[config.mk]
export PLATFORM = sky130hd
export DESIGN_NAME = ifetch_queue
export DESIGN_NICKNAME = d
export VERILOG_FILES = /design/src/rtl/ifq_pkg.sv /design/src/rtl/ifq_storage.sv /design/src/rtl/ifetch_queue.sv
export SDC_FILE = /design/constraint.sdc
export NUM_CORES = 1
export LEC_CHECK = 0
export ABC_AREA = 1
export CAP_MARGIN = 20
export CORE_MARGIN = 5
export CORE_UTILIZATION = 50
export CTS_BUF_LIST = sky130_fd_sc_hd__clkbuf_8
export CTS_CLUSTER_SIZE = 10
export DETAILED_ROUTE_END_ITERATION = 8
export PLACE_DENSITY = 0.73
export SLEW_MARGIN = 15
export SYNTH_ARGS = -nofsm -noshare
export SYNTH_HDL_FRONTEND = slang
export SYNTH_HIERARCHICAL = 1
export SYNTH_SLANG_ARGS = --single-unit
[constraint.sdc]
create_clock -name clock -period 5 [get_ports clock]
set_input_delay 1 -clock clock [delete_from_list [all_inputs] [get_ports clock]]
set_output_delay 1 -clock clock [all_outputs]
set_load 0.03 [all_outputs]
[src/rtl/ifq_pkg.sv]
// Shared definitions for the instruction fetch queue: defaults, entry layout
// and pointer sizing.
package ifq_pkg;

    localparam int unsigned IFQ_DEPTH    = 8;
    localparam logic [31:0] IFQ_RESET_PC = 32'h0000_0000;

    typedef struct packed {
        logic [31:0] instr;
        logic [31:0] pc_4;
    } ifq_entry_t;

    // Pointers carry one extra wrap bit above the slot index.
    function automatic int unsigned ifq_ptr_w(input int unsigned depth);
        return $clog2(depth) + 1;
    endfunction

endpackage

[src/rtl/ifq_storage.sv]
// Entry storage for the fetch queue: one write port, one asynchronous read port.
// Data is not reset; the pointers in the parent decide which slots are valid.
module ifq_storage #(
    parameter int unsigned DEPTH = 8,
    parameter int unsigned AW    = $clog2(DEPTH)
) (
    input  logic          clock,
    input  logic          wr_en,
    input  logic [AW-1:0] wr_addr,
    input  logic [63:0]   wr_data,
    input  logic [AW-1:0] rd_addr,
    output logic [63:0]   rd_data
);

    logic [63:0] mem [DEPTH];

    always_ff @(posedge clock) begin
        if (wr_en) begin
            mem[wr_addr] <= wr_data;
        end
    end

    assign rd_data = mem[rd_addr];

endmodule

[src/rtl/ifetch_queue.sv]
// Instruction fetch queue: sequential fetch from a one-cycle-latency imem into a
// show-ahead FIFO of {instruction, PC+4}, with flush-on-redirect from dispatch.
module ifetch_queue
    import ifq_pkg::*;
#(
    parameter int unsigned DEPTH    = IFQ_DEPTH,
    parameter logic [31:0] RESET_PC = IFQ_RESET_PC
) (
    input  logic        clock,
    input  logic        reset,
    output logic [31:0] ifetch_pc_4,
    output logic [31:0] ifetch_intruction,
    output logic        ifetch_empty,
    input  logic        Dispatch_ren,
    input  logic        Dispatch_jmp,
    input  logic [31:0] Dispatch_jmp_addr,
    output logic [31:0] ifq_imem_addr,
    output logic        ifq_imem_ren,
    input  logic [31:0] imem_data
);

    localparam int unsigned AW = $clog2(DEPTH);
    localparam int unsigned PW = ifq_ptr_w(DEPTH);

    logic [31:0]   fetch_pc;
    logic [PW-1:0] rd_ptr;
    logic [PW-1:0] wr_ptr;
    logic          inflight;
    logic [31:0]   inflight_pc;
    logic          squash;

    logic [PW-1:0] count;
    logic [PW:0]   reserved;
    logic          issue;
    logic          resp;
    logic          pop;
    logic          wr_en;
    ifq_entry_t    wr_entry;
    ifq_entry_t    head;

    assign count    = wr_ptr - rd_ptr;
    assign reserved = {1'b0, count} + {{PW{1'b0}}, inflight};

    // Counting the in-flight request against capacity guarantees every
    // returning word finds a free slot.
    assign issue = !reset && !Dispatch_jmp && (reserved < (PW+1)'(DEPTH));
    assign resp  = inflight && !squash;
    assign pop   = Dispatch_ren && !ifetch_empty;
    assign wr_en = resp && !reset && !Dispatch_jmp;

    assign ifq_imem_ren  = issue;
    assign ifq_imem_addr = fetch_pc;

    assign wr_entry.instr = imem_data;
    assign wr_entry.pc_4  = inflight_pc + 32'd4;

    always_ff @(posedge clock) begin
        if (reset) begin
            rd_ptr      <= '0;
            wr_ptr      <= '0;
            inflight    <= 1'b0;
            inflight_pc <= '0;
            squash      <= 1'b0;
            fetch_pc    <= RESET_PC;
        end else if (Dispatch_jmp) begin
            rd_ptr   <= '0;
            wr_ptr   <= '0;
            inflight <= 1'b0;
            squash   <= 1'b0;
            fetch_pc <= {Dispatch_jmp_addr[31:2], 2'b00};
        end else begin
            if (resp) begin
                wr_ptr <= wr_ptr + PW'(1);
            end
            if (pop) begin
                rd_ptr <= rd_ptr + PW'(1);
            end
            inflight <= issue;
            if (issue) begin
                fetch_pc    <= fetch_pc + 32'd4;
                inflight_pc <= fetch_pc;
            end
        end
    end

    ifq_storage #(
        .DEPTH (DEPTH),
        .AW    (AW)
    ) u_storage (
        .clock   (clock),
        .wr_en   (wr_en),
        .wr_addr (wr_ptr[AW-1:0]),
        .wr_data (wr_entry),
        .rd_addr (rd_ptr[AW-1:0]),
        .rd_data (head)
    );

    assign ifetch_empty      = (count == '0);
    assign ifetch_intruction = ifetch_empty ? '0 : head.instr;
    assign ifetch_pc_4       = ifetch_empty ? '0 : head.pc_4;

endmodule

==> summary.txt <==
Outcome
  • Status: finished clean

Detailed routing
  • Iter 0 DRT Violations: between 1000 and 1500
  • Drt drc: 0
  • Wire per inst: 15.2 um
  • Detail Route Antenna Nets: 0
  • Routed WL: approximately 62 mm
  • Via count normalized by instance count: ~4.8
  • Vias after detailed routing: roughly 20000
  • Initial DRT Pass Iterations: 7

STA
  • Fin. Hold Viols: 0
  • Max Clk Rate: between 0.2 and 0.25 GHz
  • Setup TNS: 0 ns
  • Final setup fails: 0
  • Worst Max-Slew Pin Slew: 1.10 ns
  • Tcrit/Tclk final: just over 90%
  • RSZ-0062 raised after global routing: false
  • Max-slew headroom: 26.8%
  • Final max-slew violation count: 0
  • Min Tclk post-route: 4.68 ns
  • Skew final: between 0.05 and 0.06 ns

Yosys
  • Mapped Cells: between 3000 and 4000
  • Yosys reg bits: 581
  • Sequential area share after synthesis: roughly 61%
  • Syn. warnings: 6
  • Largest family of logic cells by synthesized area: simple AND/OR/NAND/NOR gates
  • XOR/XNOR Fraction of Synth Area: about 1.3%
  • Share of the synthesized area in the top cell type: 55.8%
  • Synth Area in Compound Gates: about 1.8%
  • Post-synth top area cell: edfxtp_1
  • Post-synthesis mux area share: 0%
  • Synth Area in Simple Gates: 23.8%
  • Post-synthesis average cell area: ~8.9 um^2
  • Adder-cell share of the synthesized area: less than 1%
  • Synth cell types: 33
  • Ranking of synthesized cells by area: edfxtp_1 56%, nand2_1 15%, inv_1 8.9%
  • Post-Syn Area: ~0.028 mm^2

Global routing
  • First-pass GRT wire length: between 90 and 100 mm
  • Grt ovf: 0
  • GRT Resource Usage Total: 20.2%
  • Initial antenna violation count: 1
  • Largest net degree at the start of global routing: ~220
  • Vias in the first global route: approximately 19000

Setup path
  • Worst path most repeated cell: nand2_1
  • Worst R2R End: ifq_imem_addr[7]
  • Startpoint Class: register
  • R2R Setup Slk: about 2.2 ns
  • Buf+Inv Stages, Crit Path: 5
  • Setup CP Type: reg -> out
  • Cell family with most CP delay: buffers and inverters
  • Max FO, Critical Path: 90
  • CP Capture Type: output pin
  • Cells along the critical path: buf_4 -> inv_6 -> buf_4 -> nand2_1 -> nand3_1 -> nand2_1 -> nand2_1 -> nand2_1 -> nand2_1 -> inv_1 -> clkdlybuf4s50_1
  • CP max stage delay: between 0.6 and 0.7 ns
  • WP data arrival: between 3 and 4 ns
  • Worst path required time: approximately 4.0 ns
  • R2r worst-path depth: 12
  • RR Startpoint: wr_ptr[0]
  • Slowest CP cell: clkdlybuf4s50_1

CTS
  • Hold buffer count at cts: 0
  • Clock Latency Late Sink: between 0.6 and 0.7 ns
  • CTS Sinks: 581
  • Cts bufs inserted: 92
  • Maximum clock insertion buffer count: 3
  • Root Driver: clkbuf_8
  • CTS H-tree lvls: 3
  • Reg clk slew, reported paths: around 0.07 ns
  • CTS tree: done

Hold path
  • Hold Path Sink: wr_ptr[3]
  • Hold Path Class: reg -> reg
  • Worst Min Path Start: wr_ptr[3]
  • Hold path depth: 1

Floorplanning
  • Die X-Extent: 245 um
  • Die height: between 200 and 250 um
  • Core area: approximately 0.055 mm^2
  • DIE AREA: 0.0599 mm^2
  • Io pins: roughly 170
  • # rows: 86
  • Initial Util: 50.2%

Finish
  • Area of the multi-input gates: approximately 0.0077 mm^2
  • Fraction of layout cells with a size suffix above 1: between 5 and 6%
  • Most common cell after layout, fill and taps aside: nand2_1
  • Fillers: 4625
  • Syn-to-layout area delta: 14.4%
  • Register Area: between 0.015 and 0.02 mm^2
  • Most frequent cells in the layout: 1113 x nand2_1, 681 x inv_1, 512 x edfxtp_1, 314 x nand3_1, 160 x clkdlybuf4s50_1
  • Final Net Count: ~3400

Power and ir drop
  • Power Density: 353 mW/mm^2
  • Overall Power: between 10 and 15 mW
  • Leakage: 14.4 nW
  • Peak VDD IR: 0.186 mV

Placed design
  • Port-buffer cells: 161
  • Gpl congestion: 0.901
  • HPWL Detailed: ~34 mm

Job
  • Max-cap violations: 0
==> sequential cells by signal, indices dropped and copies added, names as in the netlist <==
register and cells:
inflight 1, inflight_pc 30, u_storage/mem 512, rd_ptr 4, wr_ptr 4, ifq_imem_addr 30
==> Yosys cell counts, drive strengths merged <==
library cell / count
nand2: 1124
inv: 658
edfxtp: 512
nand3: 317
nor2: 126
buf: 112
dfxtp: 69
a21oi: 51
o21ai: 43
xor2: 27
clkbuf: 18
nor3: 14
xnor2: 14
nand4: 10
ha: 7
a21boi: 3
and3: 1
clkinv: 1
conb: 1
fa: 1
nor3b: 1
nor4: 1
==> metal layers <==
layer,vias up,share of wire [%],global-route usage (%)
met5,-,0,0
met4,0,2.4,6.78
met3,101,6.8,3.35
met2,607,48,34.2
met1,9013,43,26.7
li1,9977,-,-
==> where the power goes <==
group | total (mW) | internal [mW] | leakage, nW | switching [mW]
Clock | 3.76 | 1.95 | 0.993 | 1.80
Combinational | 1.94 | 0.647 | 8.18 | 1.30
Sequential | 5.42 | 5.36 | 5.21 | 0.0668
==> repair_timing <==
action	in CTS	in global routing
buffers inserted	0	1
endpoints found under the setup margin	0	30
resized for setup	0	3
==> worst max-delay path by stage <==
stage	cells after the start	end	slack (ns)	start
after global routing	11	ifetch_pc_4[28]	0.1	rd_ptr[0]
after CTS	9	ifetch_pc_4[28]	0.04	rd_ptr[1]
after floorplan	6	u_storage/mem[1][0]	0.24	Dispatch_jmp
final	11	ifetch_pc_4[28]	0.32	rd_ptr[0]
after detailed placement	9	ifetch_pc_4[28]	0.75	rd_ptr[1]
after global placement	9	ifetch_pc_4[28]	0.74	rd_ptr[1]
==> worst register-to-register path, cell delays in order (launching register included) <==
cell	delay, ns
dfxtp_1	0.35
inv_1	0.09
ha_1	0.16
inv_1	0.06
fa_1	0.57
nand3_1	0.12
nor2_1	0.16
nor2_2	0.06
nand2_4	0.38
nand2_2	0.34
inv_2	0.25
nand2_1	0.07
a21oi_1	0.15
==> area by class of cell <==
| type | count | share of cell area (%) |
|---|---|---|
| tap | 704 | 2.80 |
| clock inverter | 74 | 1.23 |
| antenna | 2 | 0.0159 |
| timing repair buffer | 193 | 6.32 |
| multi-input combinational | 1759 | 24.3 |
| inverter | 659 | 7.88 |
| clock buffer | 97 | 4.24 |
| sequential | 581 | 53.2 |
==> kinds of logic (layout without fill, tap and decap cells) <==
group	count (synthesis)	in the layout
compound gates	97	97
xor+xnor	41	41
fa+ha+maj	8	8
buf+inv	789	1023
flops	581	581
other cells	1	20
simple gates	1594	1595
==> stage by stage <==
step | instances | area [um^2] | hold WS, ns | setup WS, ns | util [%]
after CTS | 4065 | 31500 | 0.503 | 0.0423 | 57.3
after global placement | 3894 | 29700 | 0.481 | 0.739 | 54.2
after floorplan | 3128 | 27600 | 0.448 | 0.244 | -
final | 4069 | 31500 | 0.500 | 0.320 | 57.4
after detailed placement | 3894 | 29700 | 0.494 | 0.748 | 54.2
after global routing | 4069 | 31500 | 0.525 | 0.0975 | 57.4
(Power assumes the default switching activity.)
